[src/rtl/reset_seq_pkg.sv]
// Shared types and helpers for the staged reset release controller.
package reset_seq_pkg;

  typedef enum logic [1:0] {
    HOLD    = 2'd0,
    STRETCH = 2'd1,
    RELEASE = 2'd2,
    RUN     = 2'd3
  } seq_state_e;

  // Width that holds the largest terminal count of any sequencer counter.
  function automatic int unsigned cnt_width(input int unsigned a,
                                            input int unsigned b,
                                            input int unsigned c);
    int unsigned m;
    m = a;
    if (b > m) m = b;
    if (c > m) m = c;
    return $clog2(m + 1);
  endfunction

endpackage

[src/rtl/reset_sequencer_lock_filter.sv]
// Consecutive-high filter on pll_lock; lock_ok strobes on the edge that
// samples the LOCK_FILTER-th consecutive high.
module lock_filter
  import reset_seq_pkg::*;
#(
  parameter int unsigned LOCK_FILTER = 8,
  parameter int unsigned CNT_W       = 4
) (
  input  logic clock,
  input  logic reset,
  input  logic pll_lock,
  input  logic clear,
  output logic lock_ok
);

  logic [CNT_W-1:0] lock_cnt_q, lock_cnt_d;

  // Count consecutive high samples, saturating at LOCK_FILTER.
  always_comb begin
    lock_cnt_d = lock_cnt_q;
    if (clear || !pll_lock) begin
      lock_cnt_d = '0;
    end else if (lock_cnt_q != CNT_W'(LOCK_FILTER)) begin
      lock_cnt_d = lock_cnt_q + 1'b1;
    end
    lock_ok = !clear && pll_lock && (lock_cnt_q == CNT_W'(LOCK_FILTER - 1));
  end

  // Counter register.
  always_ff @(posedge clock) begin
    if (reset) lock_cnt_q <= '0;
    else       lock_cnt_q <= lock_cnt_d;
  end

endmodule

[src/rtl/reset_sequencer.sv]
// Staged reset release controller: lock filter, reset stretch, staged
// active-low release, and software reset handshake.
module reset_sequencer
  import reset_seq_pkg::*;
#(
  parameter int unsigned NUM_STAGES  = 3,
  parameter int unsigned LOCK_FILTER = 8,
  parameter int unsigned HOLD_CYCLES = 16,
  parameter int unsigned STAGE_GAP   = 4
) (
  input  logic                  clock,
  input  logic                  reset,
  input  logic                  pll_lock,
  input  logic                  sw_reset_req,
  output logic                  sw_reset_ack,
  output logic [NUM_STAGES-1:0] reset_n_out,
  output logic                  ready
);

  localparam int unsigned CNT_W = cnt_width(LOCK_FILTER, HOLD_CYCLES, STAGE_GAP);
  localparam int unsigned STG_W = $clog2(NUM_STAGES + 1);
  localparam logic [NUM_STAGES-1:0] STAGE0 = NUM_STAGES'(1);

  seq_state_e             state_q, state_d;
  logic [CNT_W-1:0]       cnt_q, cnt_d;
  logic [STG_W-1:0]       stage_q, stage_d;
  logic [NUM_STAGES-1:0]  rst_n_q, rst_n_d;
  logic                   ready_q, ready_d;
  logic                   ack_q, ack_d;
  logic                   lock_ok;

  lock_filter #(
    .LOCK_FILTER (LOCK_FILTER),
    .CNT_W       (CNT_W)
  ) u_lock_filter (
    .clock    (clock),
    .reset    (reset),
    .pll_lock (pll_lock),
    .clear    (state_q != HOLD),
    .lock_ok  (lock_ok)
  );

  // Next-state and output logic; lock loss outranks the software request.
  always_comb begin
    state_d = state_q;
    cnt_d   = cnt_q;
    stage_d = stage_q;
    rst_n_d = rst_n_q;
    ready_d = ready_q;
    ack_d   = 1'b0;
    if (state_q == HOLD) begin
      if (lock_ok) begin
        state_d = STRETCH;
        cnt_d   = '0;
      end
    end else if (!pll_lock) begin
      state_d = HOLD;
      cnt_d   = '0;
      stage_d = '0;
      rst_n_d = '0;
      ready_d = 1'b0;
    end else begin
      case (state_q)
        STRETCH: begin
          if (cnt_q == CNT_W'(HOLD_CYCLES - 1)) begin
            cnt_d   = '0;
            stage_d = STG_W'(1);
            rst_n_d = STAGE0;
            if (NUM_STAGES == 1) begin
              state_d = RUN;
              ready_d = 1'b1;
            end else begin
              state_d = RELEASE;
            end
          end else begin
            cnt_d = cnt_q + 1'b1;
          end
        end
        RELEASE: begin
          if (cnt_q == CNT_W'(STAGE_GAP - 1)) begin
            cnt_d   = '0;
            stage_d = stage_q + 1'b1;
            // Thermometer fill: released bits are always a contiguous run from bit 0.
            rst_n_d = (rst_n_q << 1) | STAGE0;
            if (stage_q == STG_W'(NUM_STAGES - 1)) begin
              state_d = RUN;
              ready_d = 1'b1;
            end
          end else begin
            cnt_d = cnt_q + 1'b1;
          end
        end
        RUN: begin
          if (sw_reset_req) begin
            state_d = STRETCH;
            cnt_d   = '0;
            stage_d = '0;
            rst_n_d = '0;
            ready_d = 1'b0;
            ack_d   = 1'b1;
          end
        end
        default: begin
          state_d = HOLD;
        end
      endcase
    end
  end

  // State and output registers.
  always_ff @(posedge clock) begin
    if (reset) begin
      state_q <= HOLD;
      cnt_q   <= '0;
      stage_q <= '0;
      rst_n_q <= '0;
      ready_q <= 1'b0;
      ack_q   <= 1'b0;
    end else begin
      state_q <= state_d;
      cnt_q   <= cnt_d;
      stage_q <= stage_d;
      rst_n_q <= rst_n_d;
      ready_q <= ready_d;
      ack_q   <= ack_d;
    end
  end

  assign reset_n_out  = rst_n_q;
  assign ready        = ready_q;
  assign sw_reset_ack = ack_q;

endmodule

[config.mk]
export PLATFORM = sky130hd
export DESIGN_NAME = reset_sequencer
export DESIGN_NICKNAME = d
export VERILOG_FILES = /design/src/rtl/reset_seq_pkg.sv /design/src/rtl/reset_sequencer_lock_filter.sv /design/src/rtl/reset_sequencer.sv
export SDC_FILE = /design/constraint.sdc
export NUM_CORES = 1
export LEC_CHECK = 0
export ABC_AREA = 1
export BUFFER_PORTS_ARGS = -buffer_cell sky130_fd_sc_hd__buf_2
export CORE_AREA = 2 2 57 59
export CTS_CLUSTER_DIAMETER = 40
export DETAILED_ROUTE_END_ITERATION = 10
export DIE_AREA = 0 0 59 61
export PLACE_DENSITY = 0.67
export SLEW_MARGIN = 20
export SYNTH_ARGS = -nofsm -noshare
export SYNTH_HDL_FRONTEND = slang
export SYNTH_SLANG_ARGS = --single-unit
[constraint.sdc]
create_clock -name clock -period 2 [get_ports clock]
set_input_delay 0.1 -clock clock [delete_from_list [all_inputs] [get_ports clock]]
set_output_delay 0.1 -clock clock [all_outputs]
set_load 0.05 [all_outputs]
# ---- Word level (Yosys, flattened, before mapping)
# Cells that the tools add are included.
# Widths: inputs -> output; s select.
dict set report word_totals {
  register_bits 19
  latch_bits 0
  ram_bits 0
  mem_bits_ro 0
  out_inout_bits 5
  mem_count 0
}
dict set report op_classes {
  n_addsub 3
  n_mul 0
  div 0
  n_lt_le_gt_ge 0
  n_eq_ne 20
  n_shift 0
  n_mux 31
  bitwise_logic 3
  n_reduce_logical 13
}
# cell count
set op_table {}
lappend op_table {{$mux 5} 6}
lappend op_table {{$mux 2} 11}
lappend op_table {{$ne 4x4->1 const B} 4}
lappend op_table {{$pmux 5 s3} 1}
lappend op_table {{$reduce_and 5->1} 3}
lappend op_table {{$mux 3} 4}
lappend op_table {{$ne 3x3->1 const B} 4}
lappend op_table {{$pmux 2 s3} 2}
lappend op_table {{$add 5x1->5 const B} 2}
lappend op_table {{$pmux 3 s3} 1}
lappend op_table {{$eq 2x2->1 const B} 3}
lappend op_table {{$eq 5x2->1 const B} 1}
lappend op_table {{$eq 5x3->1 const B} 1}
lappend op_table {{$eq 5x4->1 const B} 1}
lappend op_table {{$mux 1} 5}
lappend op_table {{$ne 5x1->1 const B} 1}
lappend op_table {{$ne 5x4->1 const B} 1}
lappend op_table {{$ne 4x1->1 const B} 1}
lappend op_table {{$reduce_or 4->1} 1}
lappend op_table {{$ne 3x1->1 const B} 1}
lappend op_table {{$not 1->1} 3}
lappend op_table {{$reduce_and 3->1} 1}
lappend op_table {{$add 2x1->2 const B} 1}
lappend op_table {{$eq 2x1->1 const B} 1}
lappend op_table {{8 further kinds} 10}

# ---- Logic depth before layout (Yosys ltp)
# Gate-level depths: netlist of run 1.
dict set report logic_depth {
  word_depth 6
  mapped_depth 13
}

# ---- Cells and area by module
# Synthesis of run 1 repeated with hierarchy kept, for this count alone.
dict set report hier_totals {
  cells_unflattened 188
  area_unflattened_um2 1273.7
}
# module instances cells_per_inst area_each_um2 seq_area_each_um2
set by_module_without_submodules {}
lappend by_module_without_submodules {reset_sequencer 1 147 992.2 280.3}
lappend by_module_without_submodules {lock_filter 1 41 281.5 100.1}

# ---- Worst setup path before layout of run 1
# Ideal clock, no wire load.
dict set report synth_path {
  kind {register to register}
  start {register cnt_q[0]}
  end {register rst_n_q[2] (netlist: reset_n_out[2])}
  arrival_ns 1.438
  required_ns 1.885
  slack_ns 0.448
  stages_incl_launch_ff 14
  synth_period_minus_slack_ns 1.552
  cell_sequence {dfxtp_1 ha_1 nand2_1 nor2_1 ha_1 inv_1 nand2_1 nand2_1 nand2_2 nand2_4 nor2_8 inv_2 nor2_1 nor2_1}
}
dict set report synth_via {
  elab_chain_cells 3
  word_cells_on_any_way 5
}
# item line_no
set synth_rtl {}
lappend synth_rtl {{start: declaration} reset_sequencer.sv:25} ;# logic [CNT_W-1:0] cnt_q, cnt_d;
lappend synth_rtl {{start signal: assignment} reset_sequencer.sv:121} ;# cnt_q <= cnt_d;
lappend synth_rtl {{$eq 5x2->1 / $eq 5x4->1 (equally long branches)} {reset_sequencer.sv:80, reset_sequencer.sv:65}}
lappend synth_rtl {{$ne 3x3->1 (no line)} -}
lappend synth_rtl {{$reduce_and 5->1 (no line) *} -}
lappend synth_rtl {{end signal: assignment} reset_sequencer.sv:123} ;# rst_n_q <= rst_n_d;
lappend synth_rtl {{end: declaration} reset_sequencer.sv:27} ;# logic [NUM_STAGES-1:0] rst_n_q, rst_n_d;
# Mark *: on every way between the ends. The rest lies on a longest branch, timed or not.
# A chain may end at the register's enable or synchronous reset.

# ---- Final worst setup path of run 1
dict set report layout_path {
  start {register cnt_q[1]}
  end {register stage_q[1]}
}
dict set report layout_via {
  elab_chain_cells 3
  word_cells_on_any_way 5
}
# item line_no
set layout_rtl {}
lappend layout_rtl {{$eq 5x2->1 / $eq 5x4->1 (equally long branches)} {reset_sequencer.sv:80, reset_sequencer.sv:65}}
lappend layout_rtl {{$ne 3x3->1 (no line)} -}
lappend layout_rtl {{$reduce_and 5->1 (no line) *} -}
lappend layout_rtl {{end signal: assignment} reset_sequencer.sv:122} ;# stage_q <= stage_d;
lappend layout_rtl {{end: declaration} reset_sequencer.sv:26} ;# logic [STG_W-1:0] stage_q, stage_d;
# Marks and branches as above.

==> results of run 1 <==
## kinds of logic (layout without fill, tap and decap cells)
| family | count (synthesis) | count (layout) | share of synthesized area (%) |
|---|---|---|---|
| DFF | 19 | 19 | 29.98 |
| AOI/OAI and AO/OA | 21 | 21 | 9.664 |
| xor gates and xnor gates | 2 | 2 | 1.381 |
| and+or+nand+nor | 98 | 98 | 36.39 |
| adders and majority gates | 11 | 11 | 10.85 |
| buffers and inverters | 38 | 49 | 11.74 |
## worst max-delay path: stages, from the launching register on
cell	delay, ns
sky130_fd_sc_hd__dfxtp_1	0.37
sky130_fd_sc_hd__ha_1	0.18
sky130_fd_sc_hd__nand2_1	0.09
sky130_fd_sc_hd__nor2_2	0.11
sky130_fd_sc_hd__ha_2	0.21
sky130_fd_sc_hd__inv_1	0.04
sky130_fd_sc_hd__nand2_1	0.06
sky130_fd_sc_hd__nand2_1	0.06
sky130_fd_sc_hd__nand2_2	0.07
sky130_fd_sc_hd__nand2_4	0.06
sky130_fd_sc_hd__nor2_8	0.16
sky130_fd_sc_hd__inv_2	0.05
sky130_fd_sc_hd__nor2_1	0.09
sky130_fd_sc_hd__nor2_1	0.05
## synth_stat cells
| cell | instances |
|---|---|
| sky130_fd_sc_hd__nand2_1 | 36 |
| sky130_fd_sc_hd__nor2_1 | 35 |
| sky130_fd_sc_hd__inv_1 | 32 |
| sky130_fd_sc_hd__dfxtp_1 | 19 |
| sky130_fd_sc_hd__a21oi_1 | 11 |
| sky130_fd_sc_hd__ha_1 | 11 |
| sky130_fd_sc_hd__nand3_1 | 9 |
| sky130_fd_sc_hd__nand2_2 | 5 |
| sky130_fd_sc_hd__o21ai_0 | 4 |
| sky130_fd_sc_hd__inv_2 | 3 |
| sky130_fd_sc_hd__nor2_2 | 3 |
| sky130_fd_sc_hd__nand2_4 | 2 |
| sky130_fd_sc_hd__nand4_1 | 2 |
| sky130_fd_sc_hd__nor4_1 | 2 |
| sky130_fd_sc_hd__o21bai_1 | 2 |
| sky130_fd_sc_hd__xor2_1 | 2 |
| sky130_fd_sc_hd__a21oi_2 | 1 |
| sky130_fd_sc_hd__a22oi_1 | 1 |
| sky130_fd_sc_hd__and3_4 | 1 |
| sky130_fd_sc_hd__buf_4 | 1 |
| sky130_fd_sc_hd__clkinv_1 | 1 |
| sky130_fd_sc_hd__inv_4 | 1 |
| sky130_fd_sc_hd__nor2_4 | 1 |
| sky130_fd_sc_hd__nor2_8 | 1 |
| sky130_fd_sc_hd__nor3_2 | 1 |
| sky130_fd_sc_hd__o21ai_1 | 1 |
| sky130_fd_sc_hd__o21bai_2 | 1 |
## worst min-delay path by stage
stage            startpoint           end  slack, ns  cells past startpoint
2_1_floorplan         reset      cnt_q[0]       0.17                      1
3_3_place_gp          reset      cnt_q[0]       0.36                      2
3_5_place_dp   sw_reset_req  sw_reset_ack       0.38                      3
4_1_cts        sw_reset_req  sw_reset_ack       0.04                      3
5_1_grt        sw_reset_req  sw_reset_ack       0.04                      3
6_report              reset  sw_reset_ack       0.05                      2
## area by class of cell
class                      instances  area share, %
inverter                          37          10.28
clock buffer                       3          1.638
timing repair buffer               8          2.912
sequential                        19          27.66
tap                               33          3.003
multi-input combinational        132          54.14
clock inverter                     1         0.3640
## stage by stage
step                      cells  power (mW)  setup slack (ns)  hold WS [ns]  instance area [sq um]
after CTS                   233       1.893            0.2576       0.04389                   1370
after global routing        233       2.095           0.04698       0.03862                   1375
after global placement      229       1.679            0.2864        0.3639                   1343
after detailed placement    229       1.684            0.2689        0.3814                   1343
final                       233       1.880            0.3135       0.04563                   1375
after floorplan             189       1.496            0.4476        0.1724                   1269
## power by group through the flow
stage | combinational, mW | sequential [mW] | clock (mW)
finish | 1.09 | 0.582 | 0.205
global route | 1.26 | 0.600 | 0.231
CTS | 1.10 | 0.582 | 0.212
detailed placement | 1.09 | 0.590 | 0
global placement | 1.09 | 0.588 | 0
floorplan | 0.816 | 0.680 | 0
## routing by layer
metal	vias up	track usage (%)	part of all wire, %
met5	-	0	0
li1	602	-	-
met1	470	19.18	49
met3	4	2.559	2.0
met4	0	6.818	1.5
met2	14	26.35	48
## sequential cells by signal, summed over array words and instances, names as in the netlist
| signal | cells |
|---|---|
| u_lock_filter.lock_cnt_q | 5 |
| reset_n_out | 3 |
| state_q | 2 |
| ready | 1 |
| stage_q | 2 |
| sw_reset_ack | 1 |
| cnt_q | 5 |
==> results.md, run 1 <==
- Reg2reg setup slack: 0.31 ns
- Critical Path Fanout Max: 9
- Endpoint of the lowest-slack register-to-register path: stage_q[1]
- First-pass GRT wire length: 4215 um
- Via count: 1090
- Cell types with the largest area share after synthesis: sky130_fd_sc_hd__dfxtp_1, sky130_fd_sc_hd__ha_1, sky130_fd_sc_hd__nand2_1
- Worst ir drop on vdd: 0.0004431 V
- Final critical delay including setup and external delays: 1.686 ns
- Total of flip-flops plus latches after synthesis: 19
- Core area: 2953 sq um
- Hold violation count in the final report: 0
- Post-Route Utilization: 46.57%
- Starting density of the core: 42.97%
- Clock transition at the registers of the reported paths: 0.13 ns
- Most common cell after layout, fill and taps aside: sky130_fd_sc_hd__nand2_1
- Root buf cell: sky130_fd_sc_hd__clkbuf_4
- Crit path capture: stage_q[1]
- Area of the mapped netlist: 1269 sq um
- Nets: 216
- Depth of the most critical reg-to-reg path: 13
- CTS tree: done
- Mapped Nets: 204
- Post-detailed-route via-to-cell ratio: 4.678
- Global-route total usage across every layer: 15.44%
- Buffers added on ports: 8
- DRC: 0
- Worst min-delay path class: input port to register
- Worst setup path class: register to register
- Count of warnings emitted by yosys: 0
- Global route total overflow: 0
- Total number of placement rows: 20
- Power per cell area: 1367 nW/um^2
- Seq/Total Area, Yosys: 29.98%
- Share of the clock period used by the worst path: 84.32%
- Critical path arrival: 1.91 ns
- Antenna violations before repair: 0
- Startpoint of the worst-slack reg-to-reg timing path: cnt_q[1]
- Number of buffers added for setup after CTS: 0
- Clk sinks: 19
- Accumulated negative setup slack: 0 ns
- Largest area contributor in the synthesized netlist: sky130_fd_sc_hd__dfxtp_1
- Die outline height: 61 um
- Average size of a mapped cell: 6.713 sq um
- Actual transition at the worst max-transition pin: 0.3264 ns
- Filler Cell Count: 316
- Synth Instances: 189
- Share of total power in sequential cells: 31.0%
- Type of element launching the critical path: register
- Final wirelength: 2328 um
- P_sw: 952.5 uW
- Pre-Repair DR Iteration Count: 4
- Endpoints failing setup: 0
- Unrepaired setup endpoints after global routing: no
- Final Wtd Congestion: 0.8272
- Final HPWL DP: 1830 um
- Largest net degree at the start of global routing: 12
- Via count of the first global-routing pass: 1024
- Source of the critical timing path: cnt_q[1]
- Horizontal die dimension: 59 um
- Worst max-slew margin expressed relative to the limit: 78.10%
- Clk Latency, worst-skew pair: 0.31 ns
- Clock buffer count from CTS: 3
- Area occupied by multi-input gates: 744.5 sq um
- PostCTS Resize Cnt: 0
- Crit path required time: 2.22 ns
- H-tree levels: 1
- Top achievable clock speed: 593.0 MHz
- Clock power share: 10.9%
- Total leakage power: 0.6634 nW
- Pint: 927.9 uW
- Number of top-level pins: 9
- Unique masters post-synth: 27
- Number of design-rule violations left by the first detailed-router iteration: 24
- Die Area: 3599 sq um
- Antenna Cells: 0
- Hold-fix buffers, CTS: 0
- Number of violations of the max-capacitance limit: 0
- Area share of the leading cell type in the synthesized netlist: 29.98%
- Routed length per placed instance: 9.991 um
- Sw frac: 50.65%
- Commonest non-fill, non-tap cells in the layout: sky130_fd_sc_hd__nand2_1, sky130_fd_sc_hd__nor2_1, sky130_fd_sc_hd__inv_1
- Largest buffer count on any clock path: 2
- Fraction of layout cells with a size suffix above 1: 17.00%
- Run status: finished, final reports clean
- Part of the total power dissipated in combinational logic: 58.1%
- FF/Latch Area: 380.4 sq um
- Kind of end point of the critical path: register
- Area delta synth->final: 8.383%
- Slew Limit Fails: 0
- Remaining antenna violation count: 0
- Final setup skew: 0.01244 ns
Power figures use the tool's default switching activity.
==> run 2, diff against run 1 <==
- PLACE_DENSITY: 0.67 -> 0.69
- clock period: 2 -> 1.4 ns (I/O delays scaled with it)
==> results.md, run 2 (synthesis results as in run 1) <==
- Crit path max-delay family: simple AND/OR/NAND/NOR gates (unchanged)
- Final wirelength: 3153 um (was 2328 um)
- Via count of the first global-routing pass: 1165 (was 1024)
- Clk sinks: 19 (unchanged)
- CTS tree: done (unchanged)
- Critical path arrival: 1.77 ns (was 1.91 ns)
- Largest net degree at the start of global routing: 12 (unchanged)
- Placed Cells incl. Taps: 245 (was 229)
- Standard cell with the maximum stage delay on the critical path: sky130_fd_sc_hd__dfxtp_2 (was sky130_fd_sc_hd__dfxtp_1)
- Commonest non-fill, non-tap cells in the layout: sky130_fd_sc_hd__nor2_1, sky130_fd_sc_hd__nand2_1, sky130_fd_sc_hd__inv_1 (was sky130_fd_sc_hd__nand2_1, sky130_fd_sc_hd__nor2_1, sky130_fd_sc_hd__inv_1)
- Global route total overflow: 0 (unchanged)
- Area delta synth->final: 40.04% (was 8.383%)
- Filler Cell Count: 262 (was 316)
- Clock buffer count from CTS: 3 (unchanged)
- Horizontal die dimension: 59 um (unchanged)
- Buffer and inverter count on the worst path: 2 (unchanged)
- Number of design-rule violations left by the first detailed-router iteration: 58 (was 24)
- Clk Latency, worst-skew pair: 0.30 ns (was 0.31 ns)
- Endpoint of the lowest-slack register-to-register path: stage_q[1] (unchanged)
- Clock transition at the registers of the reported paths: 0.12 ns (was 0.13 ns)
- Slew Limit Fails: 0 (unchanged)
- Worst min-delay path class: input port to register (unchanged)
- Actual transition at the worst max-transition pin: 0.3474 ns (was 0.3264 ns)
- Crit path required time: 1.61 ns (was 2.22 ns)
- Final Wtd Congestion: 0.8174 (was 0.8272)
- H-tree levels: 1 (unchanged)
- Buffers added on ports: 8 (unchanged)
- Worst setup path class: register to register (unchanged)
- Starting density of the core: 42.97% (unchanged)
- Hold violation count in the final report: 0 (unchanged)
- First-pass GRT wire length: 5030 um (was 4215 um)
- CP cell instances: ha_4, nand2_4, nor2_4, ha_4, inv_2, nand2_2, nand2_2, nand2_2, nand2_4, nor2_8, inv_2, nor2_2, nor2_1 (was ha_1, nand2_1, nor2_2, ha_2, inv_1, nand2_1, nand2_1, nand2_2, nand2_4, nor2_8, inv_2, nor2_1, nor2_1)
- Die Area: 3599 sq um (unchanged)
- Peak per-stage delay on the critical path: 0.38 ns (was 0.37 ns)
- Share of the clock period used by the worst path: 111.9% (was 84.32%)
- Most common cell after layout, fill and taps aside: sky130_fd_sc_hd__nor2_1 (was sky130_fd_sc_hd__nand2_1)
- Total leakage power: 0.8214 nW (was 0.6634 nW)
- Post-Route Utilization: 60.17% (was 46.57%)
- DRC: 0 (unchanged)
- Largest buffer count on any clock path: 2 (unchanged)
- Worst max-slew margin expressed relative to the limit: 76.70% (was 78.10%)
- Post-detailed-route via-to-cell ratio: 4.814 (was 4.678)
- Endpoints failing setup: 12 (was 0)
- Final HPWL DP: 1925 um (was 1830 um)
- Pre-Repair DR Iteration Count: 4 (unchanged)
- Core area: 2953 sq um (unchanged)
- Final setup skew: 0.001984 ns (was 0.01244 ns)
- Depth of the most critical reg-to-reg path: 13 (unchanged)
- Antenna Cells: 0 (unchanged)
- Startpoint of the worst-slack reg-to-reg timing path: cnt_q[1] (unchanged)
- Fraction of layout cells with a size suffix above 1: 40.89% (was 17.00%)
- Number of violations of the max-capacitance limit: 0 (unchanged)
- Library cell appearing most often on the critical path: sky130_fd_sc_hd__nand2_2 (was sky130_fd_sc_hd__nand2_1)
- Root buf cell: sky130_fd_sc_hd__clkbuf_4 (unchanged)
- Crit path capture: stage_q[1] (unchanged)
- Violated checks: negative setup slack
- Cell depth of the worst setup path: 13 (unchanged)
- Top achievable clock speed: 638.4 MHz (was 593.0 MHz)
- Total number of placement rows: 20 (unchanged)
- Die outline height: 61 um (unchanged)
- Nets: 241 (was 216)
- Antenna violations before repair: 0 (unchanged)
- Critical Path Fanout Max: 5 (was 9)
- Global-route total usage across every layer: 18.27% (was 15.44%)
- Worst ir drop on vdd: 0.001108 V (was 0.0004431 V)
- Remaining antenna violation count: 0 (unchanged)
- Unrepaired setup endpoints after global routing: yes (was no)
- Routed length per placed instance: 12.22 um (was 9.991 um)
- Power per cell area: 2053 nW/um^2 (was 1367 nW/um^2)
- Via count: 1242 (was 1090)
- Final critical delay including setup and external delays: 1.566 ns (was 1.686 ns)
- Post-route insts no fill: 258 (was 233)
- Worst Slack Setup Final: -0.1665 ns (was 0.3135 ns)
- Accumulated negative setup slack: -1.383 ns (was 0 ns)
- Source of the critical timing path: cnt_q[1] (unchanged)
- Run status: finished, violations left (was finished, final reports clean)
- Kind of end point of the critical path: register (unchanged)
- Reg2reg setup slack: -0.17 ns (was 0.31 ns)
- Number of top-level pins: 9 (unchanged)
- Type of element launching the critical path: register (unchanged)
[run 2: cell count changes in the layout (fill, tap and decap cells not counted), sizes merged]
cell,previous run,this run
buf,8,31
dlygate4sd3,0,1
nor2,40,41
[run 2: layer usage]
layer / track usage, % / part of all wire (%) / up-vias
li1: - / - / 658
met1: 22.77 / 45 / 549
met2: 32.22 / 49 / 25
met3: 2.559 / 2.9 / 10
met4: 6.494 / 2.4 / 0
met5: 0 / 0 / -
[run 2: how the worst min path moves through the flow]
| stage | from | end | slack (ns) | cells after the start |
|---|---|---|---|---|
| 2_1_floorplan | reset | cnt_q[0] | 0.13 | 1 |
| 3_3_place_gp | reset | cnt_q[0] | 0.33 | 2 |
| 3_5_place_dp | reset | cnt_q[0] | 0.33 | 2 |
| 4_1_cts | sw_reset_req | sw_reset_ack | 0.04 | 3 |
| 5_1_grt | sw_reset_req | sw_reset_ack | 0.05 | 3 |
| 6_report | sw_reset_req | sw_reset_ack | 0.06 | 3 |
[run 2: worst reg2reg max path, delay by kind of cell, from the launching register on]
family / cells / cell delay, ns
adders and majority gates: 2 / 0.31
buffers and inverters: 2 / 0.08
DFF: 1 / 0.38
and+or+nand+nor: 9 / 0.70
[run 2: layout make-up]
type | instances | area, sq um | area share, %
clock buffers | 3 | 22.52 | 1.268
multi-input cells | 133 | 928.4 | 52.25
inverters | 37 | 151.4 | 8.521
well taps | 33 | 41.29 | 2.324
repair buffers | 32 | 237.7 | 13.38
flip-flops and latches | 19 | 390.4 | 21.97
clock inverters | 1 | 5.005 | 0.2817
[run 2: what timing repair did]
item,in CTS,in global routing
hold buffers,1,0
cloned,1,0
setup buffers,3,6
pin swaps,10,23
endpoints found under the hold margin,1,0
resized for setup,20,31
endpoints found under the setup margin,12,17
[run 2: where the power goes]
group	internal, mW	switching [mW]
sequential	0.714	0.154
combinational	1.02	1.47
clock	0.106	0.182
[run 2: per-stage QoR]
stage | hold WS (ns) | cell area, sq um | worst slack, ns | total power, mW
final | 0.06370 | 1777 | -0.1665 | 3.647
after CTS | 0.03683 | 1628 | -0.1715 | 3.236
after global placement | 0.3337 | 1488 | -0.2021 | 2.674
after detailed placement | 0.3346 | 1488 | -0.2369 | 2.691
after floorplan | 0.1350 | 1294 | -0.1477 | 2.193
after global routing | 0.05446 | 1777 | -0.2930 | 3.980
==> run 3, diff against run 2 <==
- CTS_BUF_LIST: default -> sky130_fd_sc_hd__clkbuf_16
==> results.md, run 3 (synthesis results as in run 1) <==
- Global-route total usage across every layer: 18.69% (was 18.27%)
- Worst setup timing slack at the placement stage: -0.2369 ns (unchanged)
- Root buf cell: sky130_fd_sc_hd__clkbuf_16 (was sky130_fd_sc_hd__clkbuf_4)
- Worst Slack Setup Final: -0.1555 ns (was -0.1665 ns)
- Critical path arrival: 1.70 ns (was 1.77 ns)
- Antenna violations before repair: 0 (unchanged)
- Largest net degree at the start of global routing: 12 (unchanged)
- Final critical delay including setup and external delays: 1.555 ns (was 1.566 ns)
- Clock transition at the registers of the reported paths: 0.06 ns (was 0.12 ns)
- Final HPWL DP: 1925 um (unchanged)
- Post-detailed-route via-to-cell ratio: 4.857 (was 4.814)
- Die outline height: 61 um (unchanged)
- Starting density of the core: 42.97% (unchanged)
- Top achievable clock speed: 642.9 MHz (was 638.4 MHz)
- Accumulated negative setup slack: -1.282 ns (was -1.383 ns)
- Worst setup path class: register to register (unchanged)
- Final setup skew: 0.001208 ns (was 0.001984 ns)
- Core area: 2953 sq um (unchanged)
- Worst max-slew margin expressed relative to the limit: 77.27% (was 76.70%)
- Post-Route Utilization: 61.65% (was 60.17%)
- Crit path required time: 1.55 ns (was 1.61 ns)
- Most common cell after layout, fill and taps aside: sky130_fd_sc_hd__nor2_1 (unchanged)
- Commonest non-fill, non-tap cells in the layout: sky130_fd_sc_hd__nor2_1, sky130_fd_sc_hd__nand2_1, sky130_fd_sc_hd__inv_1 (unchanged)
- Buffers added on ports: 8 (unchanged)
- Worst ir drop on vdd: 0.001128 V (was 0.001108 V)
- Worst Hold Slack: 0.08757 ns (was 0.06370 ns)
- Worst min-delay path class: input port to register (unchanged)
- Pre-Repair DR Iteration Count: 4 (unchanged)
- Hold Path Cell Cnt: 2 (was 3)
- Via count: 1253 (was 1242)
- Global route total overflow: 0 (unchanged)
- Slew Limit Fails: 0 (unchanged)
- DRC: 0 (unchanged)
- Total leakage power: 0.8378 nW (was 0.8214 nW)
- First-pass GRT wire length: 5043 um (was 5030 um)
- Type of element launching the critical path: register (unchanged)
- Area delta synth->final: 43.49% (was 40.04%)
- Hold violation count in the final report: 0 (unchanged)
- Depth of the most critical reg-to-reg path: 13 (unchanged)
- Final wirelength: 3103 um (was 3153 um)
- Nets: 241 (unchanged)
- Number of design-rule violations left by the first detailed-router iteration: 50 (was 58)
- Actual transition at the worst max-transition pin: 0.3389 ns (was 0.3474 ns)
- Number of violations of the max-capacitance limit: 0 (unchanged)
- Die Area: 3599 sq um (unchanged)
- Fraction of layout cells with a size suffix above 1: 41.33% (was 40.89%)
- FF/Latch Area: 390.4 sq um (unchanged)
- Endpoints failing setup: 13 (was 12)
- Clk Latency, worst-skew pair: 0.26 ns (was 0.30 ns)
- Remaining antenna violation count: 0 (unchanged)
- Share of the clock period used by the worst path: 111.1% (was 111.9%)
- Final Wtd Congestion: 0.8174 (unchanged)
- Clock buffer count from CTS: 3 (unchanged)
- CTS tree: done (unchanged)
- Fin area: 1821 sq um (was 1777 sq um)
- Power per cell area: 2159 nW/um^2 (was 2053 nW/um^2)
- Routed length per placed instance: 12.03 um (was 12.22 um)
- Kind of end point of the critical path: register (unchanged)
- Unrepaired setup endpoints after global routing: yes (unchanged)
- Largest buffer count on any clock path: 2 (unchanged)
- Hold-fix buffers, CTS: 0 (was 1)
- Number of top-level pins: 9 (unchanged)
- Horizontal die dimension: 59 um (unchanged)
- Run status: finished, violations left (unchanged)
- Antenna Cells: 0 (unchanged)
- Area occupied by multi-input gates: 942.2 sq um (was 928.4 sq um)
- Via count of the first global-routing pass: 1157 (was 1165)
- Post-DP Area: 1488 sq um (unchanged)
- Clk sinks: 19 (unchanged)
- H-tree levels: 1 (unchanged)
- Violated checks: negative setup slack (unchanged)
- Filler Cell Count: 246 (was 262)
- Total number of placement rows: 20 (unchanged)
- Critical Path Fanout Max: 4 (was 5)
==> run 3: changes by cell type in the layout (fill, tap and decap cells not counted), sizes merged <==
cell	delta
dlygate4sd3	-1
buf	+1
==> run 3: critical path: stages, from the launching register on <==
cell and delay [ns]:
sky130_fd_sc_hd__dfxtp_2 0.35, sky130_fd_sc_hd__ha_4 0.15, sky130_fd_sc_hd__nand2_4 0.06, sky130_fd_sc_hd__nor2_4 0.14, sky130_fd_sc_hd__ha_4 0.15, sky130_fd_sc_hd__inv_2 0.03, sky130_fd_sc_hd__nand2_2 0.06, sky130_fd_sc_hd__nand2_1 0.05
sky130_fd_sc_hd__inv_1 0.04, sky130_fd_sc_hd__nand2_1 0.07, sky130_fd_sc_hd__nand2_2 0.13, sky130_fd_sc_hd__nand3_2 0.08, sky130_fd_sc_hd__nand2_1 0.07, sky130_fd_sc_hd__nor2_1 0.05
==> run 3: path summary, 6_finish.rpt <==
path | end | startpoint | slack (ns)
setup / recovery | state_q[0] | cnt_q[1] | -0.16
hold / removal | sw_reset_ack | reset | 0.09
setup reg to reg | state_q[0] | cnt_q[1] | -0.16
hold reg to reg | stage_q[0] | stage_q[0] | 0.48
==> run 3: final cells by class <==
type / instances / area share, %
well taps: 33 / 2.268
flip-flops and latches: 19 / 21.44
clock inverters: 1 / 0.2749
inverters: 37 / 8.041
clock buffers: 3 / 4.124
repair buffers: 32 / 12.10
multi-input cells: 133 / 51.75
==> run 3: report_power, final <==
group	leakage, nW	switching (mW)	internal [mW]
clock network	0.0409	0.225	0.384
registers	0.157	0.151	0.716
logic	0.640	1.46	0.991
==> run 3: timing repair <==
| item | 4_1_cts | 5_1_grt |
|---|---|---|
| resized for setup | 10 | 36 |
| setup endpoints to repair | 12 | 17 |
| cloned | 1 | 0 |
| setup buffers | 4 | 5 |
| pin swaps | 12 | 20 |
| hold endpoints to repair | 0 | 0 |
==> run 3: per-layer routing <==
layer  share of wire (%)  GRT usage [%]  vias to the layer above
li1                    -              -                      657
met1                  46          22.45                      564
met2                  48          31.43                       21
met3                 2.6          2.772                       11
met4                 3.5          11.69                        0
met5                   0              0                        -
==> run 3: stage by stage <==
stage / total power, mW / std cells
after floorplan: 2.193 / 189
after global placement: 2.674 / 245
after detailed placement: 2.691 / 245
after CTS: 3.474 / 253
after global routing: 4.251 / 258
final: 3.930 / 258
